===== src/rtl/act_pkg.sv =====
// Shared widths and helpers for the interpolating activation unit.
// Saturation works on int so any DATA_W up to 31 bits can reuse it.
package act_pkg;

  localparam int DATA_W = 8;
  localparam int ADDR_W = 4;
  localparam int FRAC_W = DATA_W - ADDR_W;

  function automatic int sat(input int v, input int w);
    int hi;
    int lo;
    hi = (1 <<< (w - 1)) - 1;
    lo = -(1 <<< (w - 1));
    if (v > hi)
      return hi;
    else if (v < lo)
      return lo;
    else
      return v;
  endfunction

endpackage


===== src/rtl/act_lerp_mac.sv =====
// Combinational lerp step: base + floor(diff*frac / 2^FRAC_W), saturated.
// frac is unsigned, so it is zero-extended before the signed multiply.
module act_lerp_mac
  import act_pkg::*;
#(
  parameter int DATA_W = act_pkg::DATA_W,
  parameter int FRAC_W = act_pkg::FRAC_W
) (
  input  logic signed [DATA_W-1:0] base,
  input  logic signed [DATA_W:0]   diff,
  input  logic        [FRAC_W-1:0] frac,
  output logic signed [DATA_W-1:0] y
);

  localparam int PROD_W = DATA_W + FRAC_W + 1;

  logic signed [PROD_W-1:0] prod;
  logic signed [PROD_W-1:0] step;
  int                       sum;

  always_comb begin
    prod = PROD_W'(diff) * PROD_W'($signed({1'b0, frac}));
    step = prod >>> FRAC_W;
    sum  = int'(base) + int'(step);
    y    = DATA_W'(sat(sum, DATA_W));
  end

endmodule


===== src/rtl/act_lut_interp.sv =====
// Three-stage LUT activation with linear interpolation between entries.
// One global advance moves all stages; a stalled output freezes the pipe.
module act_lut_interp
  import act_pkg::*;
#(
  parameter int DATA_W = act_pkg::DATA_W,
  parameter int ADDR_W = act_pkg::ADDR_W,
  parameter int FRAC_W = DATA_W - ADDR_W
) (
  input  logic                     clk,
  input  logic                     rst,
  input  logic                     in_valid,
  output logic                     in_ready,
  input  logic        [DATA_W-1:0] in_data,
  output logic        [ADDR_W-1:0] lut_address,
  input  logic signed [DATA_W-1:0] lut_base,
  input  logic signed [DATA_W-1:0] lut_next,
  output logic                     out_valid,
  input  logic                     out_ready,
  output logic signed [DATA_W-1:0] out_data
);

  logic                     adv;
  logic                     v1;
  logic                     v2;
  logic        [ADDR_W-1:0] idx1;
  logic        [FRAC_W-1:0] frac1;
  logic        [FRAC_W-1:0] frac2;
  logic signed [DATA_W-1:0] base2;
  logic signed [DATA_W:0]   diff2;
  logic signed [DATA_W:0]   diff;
  logic signed [DATA_W-1:0] y;

  assign adv         = !out_valid || out_ready;
  assign in_ready    = adv;
  assign lut_address = idx1;
  assign diff        = (DATA_W+1)'(lut_next) - (DATA_W+1)'(lut_base);

  act_lerp_mac #(
    .DATA_W (DATA_W),
    .FRAC_W (FRAC_W)
  ) u_mac (
    .base (base2),
    .diff (diff2),
    .frac (frac2),
    .y    (y)
  );

  always_ff @(posedge clk) begin
    if (rst) begin
      v1        <= 1'b0;
      v2        <= 1'b0;
      out_valid <= 1'b0;
      out_data  <= '0;
      idx1      <= '0;
      frac1     <= '0;
      frac2     <= '0;
      base2     <= '0;
      diff2     <= '0;
    end else if (adv) begin
      v1        <= in_valid;
      idx1      <= in_data[DATA_W-1 -: ADDR_W];
      frac1     <= in_data[FRAC_W-1:0];
      v2        <= v1;
      base2     <= lut_base;
      diff2     <= diff;
      frac2     <= frac1;
      out_valid <= v2;
      // Bubbles leave the last result on the output untouched.
      if (v2)
        out_data <= y;
    end
  end

endmodule


===== config.mk =====
export PLATFORM = sky130hd
export DESIGN_NAME = act_lut_interp
export DESIGN_NICKNAME = d
export VERILOG_FILES = /design/src/rtl/act_pkg.sv /design/src/rtl/act_lerp_mac.sv /design/src/rtl/act_lut_interp.sv
export SDC_FILE = /design/constraint.sdc
export NUM_CORES = 1
export LEC_CHECK = 0
export ABC_AREA = 1
export ABC_CLOCK_PERIOD_IN_PS = 6100
export BUFFER_PORTS_ARGS = -buffer_cell sky130_fd_sc_hd__buf_2
export CORE_ASPECT_RATIO = 1.5
export CORE_MARGIN = 2
export CORE_UTILIZATION = 50
export CTS_BUF_LIST = sky130_fd_sc_hd__clkbuf_8
export CTS_CLUSTER_DIAMETER = 120
export DETAILED_ROUTE_END_ITERATION = 16
export GPL_TIMING_DRIVEN = 0
export PLACE_DENSITY_LB_ADDON = 0.2
export REMOVE_ABC_BUFFERS = 1
export SLEW_MARGIN = 20
export SYNTH_ARGS = -nofsm -noshare
export SYNTH_HDL_FRONTEND = slang
export SYNTH_SLANG_ARGS = --single-unit

===== constraint.sdc =====
create_clock -name clk -period 6.1 [get_ports clk]
set_clock_uncertainty 0.05 [all_clocks]
set_input_delay 1.22 -clock clk [delete_from_list [all_inputs] [get_ports clk]]
set_output_delay 1.22 -clock clk [all_outputs]
set_load 0.01 [all_outputs]

==> metrics.yaml, run 1 <==
status:
  status: "finished, final reports clean"
global_routing:
  grt_overflow: 0
  grt_max_degree: 43
  grt_usage_pct: 21.21
  antenna_found_initial: 0
  grt_pass1_vias: 3079
  grt_pass1_wl_mm: 13.23
sta:
  relSlewSlack_pct: 38.91
  period_share_pct: 79.76
  tightest_slew_ps: 915.3
  final-setup-viol-count: 0
  finalHoldViolations: 0
  min_period_ps: 4865
  clock.fmax_mhz: 205.5
  rsz0062_at_grt: "false"
  slew_viol_final: 0
  tns_ps: 0
critical_path:
  cp.required_ps: 6230
  crit_type: "reg2reg"
  critPathMaxStageDelay_ps: 560
  worst-path-buf-inv: 3
  crit_slowest_cell: "dfxtp_1"
  crit_fanout: 10
  cpLargestDelayFamily: "adder cells"
  arrival_ps: 5000
  start_kind: "flip-flop"
  path_common_cell: "nand2_1"
  endpoint_kind: "flip-flop"
  crit_path_cell_trace: "nand2_1, inv_1, ha_1, fa_1, inv_1, fa_1, inv_1, ha_1, a21oi_1, o21ai_0, a21oi_1, nor2_1, nand2_1, a21oi_1, nand2b_1, ha_1, nand2_1, nand2_1, a21oi_1, nand3_1, nand2_1, nand2_1, a21oi_2, a21oi_1"
synthesis:
  yosysUniqueCellTypes: 28
  syn-cell-area_mm2: 0.003581
  yosysSeqAreaShare_pct: 22.36
  synthAdderAreaFrac_pct: 24.25
  synth_top_family_by_area: "adder cells"
  synth_compound_area_share_pct: 14.47
  ys_seq_elements: 40
  synth-simple-area-share_pct: 21.38
  syn_inst: 521
  synth_top_area_share_pct: 22.36
  synth.mux.area_fraction_pct: 0
  yosys.area.top_type: "dfxtp_1"
  ys_top_cells_by_area: "dfxtp_1 22%, ha_1 14%, nand2_1 12%, inv_1 11%, fa_1 11%"
  yosys_warnings: 0
  synthXorXnorAreaFrac_pct: 4.647
  avgSynthCellArea_um2: 6.873
place:
  dpl.hpwl_mm: 6.253
  io_buffers: 41
  gp_congestion: 0.8919
die:
  io_pins: 42
  rows: 37
  die_area_mm2: 0.007869
  fp.dieW_um: 73.10
  coreArea_mm2: 0.006898
  start_util_pct: 51.91
  die_h_um: 107.6
route:
  wl_mm: 7.674
  via_count: 3208
  viasPerCell: 5.052
  ant_nets: 0
  drt_iter0_markers: 104
  post_drt_wl_per_cell_um: 12.09
  drc: 0
  detail_route.first_pass.iterations: 4
power_and_ir_drop:
  p_per_area_mw_per_mm2: 198.9
  power_leakage_nw: 2.372
  ir_drop_v: 0.0001620
  total_power_uw: 786.9
clocking:
  cts.clk_slew.worst_paths_ps: 80
  clkSinkCount: 40
  cts_resized: 0
  cts_tree: "done"
  cts_hold_buf: 0
  clk_path_buf_depth: 2
  postCtsSetupBuffers: 0
  cts_made_buffers: 5
  worstSkewPairLatency_ps: 300
  htree_num_levels: 2
  root_buffer: "clkbuf_8"
final_layout:
  fin_util_pct: 57.36
  antennaDiodeCount: 0
  syn2layout_area_growth_pct: 10.48
  layout-drive-gt1-share_pct: 10.77
  nets: 642
  num-fill-cells: 692
run:
  cap_violations: 0
worst_hold_path:
  worstHoldPathType: "reg2reg"
## power by group
part / switching [mW] / internal, mW
clock: 0.0980 / 0.144
combinational: 0.144 / 0.0938
sequential: 0.0231 / 0.283
total: 0.265 / 0.522
## tightest hold or removal path, cell delays in order, from the launching register on
cell and delay (ps):
dfxtp_1 320, nand2_1 60, a21oi_1 50
## synthesized netlist by cell type, drive strengths merged
master,n
dfxtp,40
nand3b,1
a21oi,45
nor2,41
ha,39
a21o,1
nand3,18
nand4,3
fa,19
o2111ai,2
nor3,2
o21ai,38
buf,2
clkbuf,11
a31oi,1
nand2,123
xor2,13
xnor2,6
o21bai,3
nand2b,1
o211ai,4
inv,108
## registers in the layout, summed over array words and instances (netlist names)
| register | flops |
|---|---|
| out_data | 8 |
| base2 | 8 |
| frac2 | 4 |
| v2 | 1 |
| frac1 | 4 |
| diff2 | 9 |
| out_valid | 1 |
| lut_address | 4 |
| v1 | 1 |
## cell families (layout without fill, tap and decap cells)
kind of cell	Yosys count	after routing
simple gates	189	189
buf+inv	121	157
compound gates	94	94
xor+xnor	19	19
fa+ha+maj	58	58
flops	40	40
## cells in the final DEF, fill, tap and decap left out, drive strengths merged
cell and n:
ha 39, o211ai 4, o21ai 38, dfxtp 40, a31oi 1, a21o 1
nor2 41, clkbuf 7, o21bai 3, xnor2 6, a21oi 45, bufinv 1
inv 108, xor2 13, nor3 2, buf 41, nand3b 1, o2111ai 2
fa 19, nand3 18, nand2b 1, nand2 123, nand4 3
## layer usage
layer | vias up | wire, um | part of all wire [%] | global-route usage, %
li1 | 1692 | - | - | -
met1 | 1462 | 3338 | 43 | 24.82
met2 | 41 | 4065 | 53 | 38.80
met3 | 13 | 130 | 1.7 | 2.341
met4 | 0 | 140 | 1.8 | 7.407
met5 | - | 0 | 0 | 0
## metrics by stage
stage	hold WS, ps	cell area [um^2]	setup WS (ps)	cells
6_report	425.8	3956	1235	635
5_1_grt	459.6	3956	792.6	635
4_1_cts	431.9	3956	1253	635
3_5_place_dp	415.2	3830	1260	627
3_3_place_gp	408.0	3827	1156	627
2_1_floorplan	399.5	3525	1785	508
## worst paths after layout
| path | start | endpoint | slack [ps] | depth (start not counted) |
|---|---|---|---|---|
| setup / recovery | frac2[3]$_SDFFE_PP0N_ | out_data[3]$_SDFFE_PP0P_ | 1230 | 24 |
| setup reg to reg | frac2[3]$_SDFFE_PP0N_ | out_data[3]$_SDFFE_PP0P_ | 1230 | 24 |
| hold / removal | out_data[1]$_SDFFE_PP0P_ | out_data[1]$_SDFFE_PP0P_ | 430 | 2 |
| hold reg to reg | out_data[1]$_SDFFE_PP0P_ | out_data[1]$_SDFFE_PP0P_ | 430 | 2 |
## layout make-up
class                      instances  area, um^2  area share [%]
clock buffer                       7       96.34           2.435
inverter                         108       405.4           10.25
timing repair buffer              41       205.2           5.187
multi-input combinational        360        2321           58.67
clock inverter                     1       30.03          0.7590
tap                               78       97.59           2.467
sequential                        40       800.8           20.24
(Power assumes the default switching activity.)
==> run 2: changes to the inputs <==
--- a/config.mk
+++ b/config.mk
@@ -5,8 +5,8 @@
 export SDC_FILE = /design/constraint.sdc
 export NUM_CORES = 1
 export LEC_CHECK = 0
-export ABC_AREA = 1
-export ABC_CLOCK_PERIOD_IN_PS = 6100
+export ABC_AREA = 0
+export ABC_CLOCK_PERIOD_IN_PS = 5030
 export BUFFER_PORTS_ARGS = -buffer_cell sky130_fd_sc_hd__buf_2
 export CORE_ASPECT_RATIO = 1.5
 export CORE_MARGIN = 2
==> constraint.sdc (replaced) <==
create_clock -name clk -period 5.03 [get_ports clk]
set_clock_uncertainty 0.05 [all_clocks]
set_input_delay 1.006 -clock clk [delete_from_list [all_inputs] [get_ports clk]]
set_output_delay 1.006 -clock clk [all_outputs]
set_load 0.01 [all_outputs]
==> run 2 against run 1 <==
Effect of this change:
- hold slack worse by 20 ps
- sequential share of layout area up 0.54 points
- setup slack worse by 1000 ps
- cell count down 17%
- utilization up 2.3 points
- synthesized area down 6.0%
- clock-buffer cell count down 2
==> metrics.yaml, run 2 <==
sta:
  relSlewSlack_pct: 48.58
  min_period_ps: 4814
  slew_viol_final: 0
  timing.hold.ws_ps: 405.6
  finalHoldViolations: 0
  period_share_pct: 95.71
  tightest_slew_ps: 771.3
  final-setup-viol-count: 0
  clock.fmax_mhz: 207.7
critical_path:
  crit_type: "reg2reg"
  cp.required_ps: 5160
  endpoint_kind: "flip-flop"
  start_kind: "flip-flop"
  crit_fanout: 10
  arrival_ps: 4940
place:
  dp.cells: 515
  gp_congestion: 0.7706
  io_buffers: 41
  dpl.hpwl_mm: 5.202
synthesis:
  ys_top_cells_by_area: "dfxtp_1 24%, ha_1 14%, fa_1 11%, nand2_1 7.1%, a21oi_1 5.4%"
  avgSynthCellArea_um2: 8.232
  synth_edf_count: 0
  ys_seq_elements: 40
  yosys_warnings: 0
  async_reset_ff_share_pct: 0
  synth_top_area_share_pct: 23.78
  synth_ff_type: "dfxtp_1"
  synth_common_cells: "64 x nand2_1, 47 x inv_1, 40 x dfxtp_1, 39 x ha_1, 36 x a21oi_1"
  yosys.area.top_type: "dfxtp_1"
  yosysMostFrequentCell: "nand2_1"
  syn-cell-area_mm2: 0.003367
  yosysSeqAreaShare_pct: 23.78
  yosysUniqueCellTypes: 56
  syn_inst: 409
run:
  cap_violations: 0
final_layout:
  final_cells: 527
  top_register: "diff2"
  mostFrequentLayoutCell: "nand2_1"
  nets: 536
  top_regs: "diff2 x9, base2 x8, out_data x8"
  antennaDiodeCount: 0
  largest_register_ffs: 9
  layout-drive-gt1-share_pct: 19.07
  layout_common_cells: "63 x nand2_1, 47 x inv_1, 41 x buf_2"
  syn2layout_area_growth_pct: 15.68
route:
  ant_nets: 0
  drt_iter0_markers: 88
  wl_mm: 6.799
  via_count: 2772
  drc: 0
  post_drt_wl_per_cell_um: 12.90
  viasPerCell: 5.260
  detail_route.first_pass.iterations: 4
clocking:
  cts_tree: "done"
  cts_hold_buf: 0
  clk_path_buf_depth: 2
  root_buffer: "clkbuf_8"
  clkSinkCount: 40
  cts.clk_slew.worst_paths_ps: 80
  cts_made_buffers: 5
  worstSkewPairLatency_ps: 300
  htree_num_levels: 2
status:
  status: "finished, final reports clean"
power_and_ir_drop:
  power_leakage_nw: 1.909
  p_per_area_mw_per_mm2: 214.5
  ir_drop_v: 0.0001284
global_routing:
  antenna_found_initial: 0
  grt_max_degree: 43
  grt_overflow: 0
  grt_pass1_wl_mm: 11.66
  grt_pass1_vias: 2774
  grt_usage_pct: 19.00
worst_hold_path:
  worstHoldPathType: "reg2reg"
die:
  start_util_pct: 51.55
  die_h_um: 104.5
  rows: 36
  die_area_mm2: 0.007420
  coreArea_mm2: 0.006531
  fp.dieW_um: 71
  io_pins: 42
[run 2: cell types whose count changed after synthesis, moves of 15 or more]
| cell | delta |
|---|---|
| inv_1 | -61 |
| nand3_1 | -15 |
| and2_1 | +26 |
| o21ai_0 | -29 |
| nand2_1 | -55 |
| nor2_1 | -16 |
[run 2: routing by layer]
| layer | part of all wire (%) | up-vias | GRT usage, % |
|---|---|---|---|
| met1 | 42 | 1279 | 21.40 |
| met3 | 1.9 | 11 | 2.713 |
| li1 | - | 1443 | - |
| met5 | 0 | - | 0 |
| met4 | 2.1 | 0 | 6.199 |
| met2 | 54 | 39 | 35.65 |
[run 2: where the power goes]
group          internal [mW]  leakage, nW  switching [mW]
combinational         0.0952         1.52           0.110
clock                  0.147       0.0541           0.125
sequential             0.340        0.332          0.0193
[run 2: layout make-up]
type	count	area [um^2]
inverter	48	180.2
timing repair buffer	46	260.3
multi-input combinational	309	2439
sequential	40	809.5
clock buffer	5	68.82
clock inverter	3	42.54
fill	603	2636
tap	76	95.09
[run 2: path summary, 6_finish.rpt]
path                               from                  endpoint  slack [ps]  cells after the start
setup / recovery  frac2[2]$_SDFFE_PP0N_  out_data[6]$_SDFFE_PP0P_         220                     20
hold / removal    frac1[3]$_SDFFE_PP0N_     frac2[3]$_SDFFE_PP0N_         410                      2
setup reg to reg  frac2[2]$_SDFFE_PP0N_  out_data[6]$_SDFFE_PP0P_         220                     20
hold reg to reg   frac1[3]$_SDFFE_PP0N_     frac2[3]$_SDFFE_PP0N_         410                      2
[run 2: cell families after synthesis]
group	synth area share, %
DFF	23.78
xor gates and xnor gates	4.162
buffers and inverters	6.949
adders and majority gates	25.79
and+or+nand+nor	22.93
AOI/OAI and AO/OA	16.39
[run 2: repair_timing]
item,4_1_cts,5_1_grt
endpoints found under the setup margin,8,8
buffers inserted,0,4
pin swaps,0,8
gates resized for setup,3,17
[run 2: critical path: stages (launching register included)]
cell      delay (ps)
dfxtp_4          380
and2_1           160
ha_1             310
fa_1             540
inv_1             60
fa_1             530
inv_1             40
ha_1             320
o21a_1           140
a21oi_4          180
a21oi_4          100
a31o_4           280
o31ai_4          170
xnor2_1          150
ha_2             280
nor3_2            70
o211a_4          150
o31a_1           290
a211o_1          260
nand3b_4         120
o311ai_2         110
[run 2: stage by stage]
stage	instance area, um^2	util (%)	power (mW)	setup TNS [ps]	worst slack [ps]
final	3895	59.64	0.8356	0	216.0
after global routing	3895	59.64	0.8857	-125.0	-47.70
after detailed placement	3649	55.86	0.5617	-123.8	-44.33
after floorplan	3313	-	0.5040	0	373.7
after CTS	3767	57.68	0.8361	0	0.6919
after global placement	3613	55.33	0.5551	-271.8	-271.8
==> run 3: changes to the inputs <==
--- a/config.mk
+++ b/config.mk
@@ -16,7 +16,6 @@
 export DETAILED_ROUTE_END_ITERATION = 16
 export GPL_TIMING_DRIVEN = 0
 export PLACE_DENSITY_LB_ADDON = 0.2
-export REMOVE_ABC_BUFFERS = 1
 export SLEW_MARGIN = 20
 export SYNTH_ARGS = -nofsm -noshare
 export SYNTH_HDL_FRONTEND = slang
==> run 3 against run 2 <==
Effect of this change:
- cell count up 2.1%
- non-clock buffer count up 11
- utilization up 0.52 points
- setup slack better by 18 ps
- routed wire length up 7.0%
- flip-flop and latch count unchanged
- sequential power about the same
- power up 2.0%
- highest routed layer unchanged
- sequential share of layout area down 0.27 points
- via count up 4.1%
- combinational power up 3%
- clock-buffer cell count up 1
==> metrics.yaml, run 3 (synthesis gave the netlist of run 2 again) <==
critical_path:
  worst-path-buf-inv: 2
  arrival_ps: 4940
  start_kind: "flip-flop"
  cpLargestDelayFamily: "adder cells"
  crit_fanout: 7
  critPathMaxStageDelay_ps: 530
  cp.required_ps: 5170
  crit_type: "reg2reg"
  crit_slowest_cell: "fa_1"
  crit_path_cell_trace: "and2_1, ha_1, fa_1, inv_1, fa_1, inv_1, ha_1, o21a_1, a21oi_4, a21oi_4, a31o_2, o31ai_2, xnor2_1, ha_2, nor3_2, o211a_4, o31a_1, a211o_1, nand3b_4, o311ai_2"
  endpoint_kind: "flip-flop"
place:
  dp_slack_ps: -149.9
  io_buffers: 41
  gp_congestion: 0.8942
  dpl.hpwl_mm: 5.942
route:
  post_drt_wl_per_cell_um: 13.52
  via_count: 2885
  drt_iter0_markers: 71
  ant_nets: 0
  detail_route.first_pass.iterations: 4
  drc: 0
  wl_mm: 7.272
  viasPerCell: 5.362
clocking:
  htree_num_levels: 2
  worstSkewPairLatency_ps: 310
  cts_tree: "done"
  cts_made_buffers: 5
  clkSinkCount: 40
  clk_path_buf_depth: 2
  root_buffer: "clkbuf_8"
  cts.clk_slew.worst_paths_ps: 90
  cts_hold_buf: 0
global_routing:
  grt_pass1_wl_mm: 12.29
  grt_pass1_vias: 2750
  antenna_found_initial: 0
  grt_usage_pct: 20.61
  grt_overflow: 0
  grt_max_degree: 14
final_layout:
  top_register: "diff2"
  mostFrequentLayoutCell: "nand2_1"
  top_regs: "diff2 x9, base2 x8, out_data x8"
  layout-drive-gt1-share_pct: 19.48
  syn2layout_area_growth_pct: 16.69
  nets: 547
  antennaDiodeCount: 0
  largest_register_ffs: 9
  layout_common_cells: "63 x nand2_1, 47 x inv_1, 42 x buf_2"
die:
  coreArea_mm2: 0.006531
  rows: 36
  fp.dieW_um: 71
  die_h_um: 104.5
  start_util_pct: 51.55
  io_pins: 42
  die_area_mm2: 0.007420
synthesis:
  syn-num-nets: 495
sta:
  min_period_ps: 4796
  relSlewSlack_pct: 62.61
  tns_ps: 0
  tightest_slew_ps: 560.9
  finalHoldViolations: 0
  timing.hold.ws_ps: 402.1
  clock.fmax_mhz: 208.5
  period_share_pct: 95.35
  slew_viol_final: 0
  final-setup-viol-count: 0
  fin_ws_ps: 234.0
power_and_ir_drop:
  total_power_uw: 852.5
  power_leakage_nw: 1.931
  p_per_area_mw_per_mm2: 217.0
  ir_drop_v: 0.0002258
status:
  status: "finished, final reports clean"
worst_hold_path:
  worstHoldPathType: "reg2reg"
run:
  cap_violations: 0
## run 3: cell count changes in the layout (fill, tap and decap cells not counted), sizes merged
cell      change
clkbuf        +8
buf           +4
clkinvlp      -1
## run 3: per-stage QoR
step                      util (%)  cells  area (um^2)
after floorplan                  -    409         3367
after global placement       56.15    526         3667
after detailed placement     56.15    526         3667
after CTS                    58.33    534         3810
after global routing         60.15    538         3929
final                        60.15    538         3929
## run 3: timing repair
action                                  CTS  global route
endpoints found under the setup margin    8             8
pin swaps                                 0             5
gates resized for setup                   5            16
buffers inserted                          0             4
gates cloned                              0             0
## run 3: layout make-up
| class | count | area, um^2 |
|---|---|---|
| buffer | 12 | 53.80 |
| clock buffer | 6 | 82.58 |
| clock inverter | 2 | 38.79 |
| fill | 608 | 2603 |
| inverter | 48 | 180.2 |
| multi-input combinational | 309 | 2437 |
| sequential | 40 | 805.8 |
| tap | 76 | 95.09 |
| timing repair buffer | 45 | 235.2 |
## run 3: where the power goes
part,internal (mW),switching [mW]
sequential,0.340,0.0201
clock,0.162,0.118
combinational,0.0959,0.116
total,0.598,0.255
## run 3: worst paths after layout
path | start | to | slack (ps) | cells past startpoint
max | diff2[3]$_SDFFE_PP0N_ | out_data[3]$_SDFFE_PP0P_ | 230 | 20
min | frac1[2]$_SDFFE_PP0N_ | frac2[2]$_SDFFE_PP0N_ | 400 | 2
max reg2reg | diff2[3]$_SDFFE_PP0N_ | out_data[3]$_SDFFE_PP0P_ | 230 | 20
min reg2reg | frac1[2]$_SDFFE_PP0N_ | frac2[2]$_SDFFE_PP0N_ | 400 | 2
## run 3: metal layers
metal / GRT usage [%] / wire length (um)
met1: 23.64 / 3024
met2: 38.38 / 3954
met3: 2.713 / 164
met4: 6.604 / 128
met5: 0 / 0
## run 3: worst min-delay path: cells and delay by family, from the launching register on
| kind | cells | cell delay, ps |
|---|---|---|
| AO/OA/AOI/OAI | 1 | 50 |
| flip-flops | 1 | 310 |
| AND/OR/NAND/NOR | 1 | 50 |
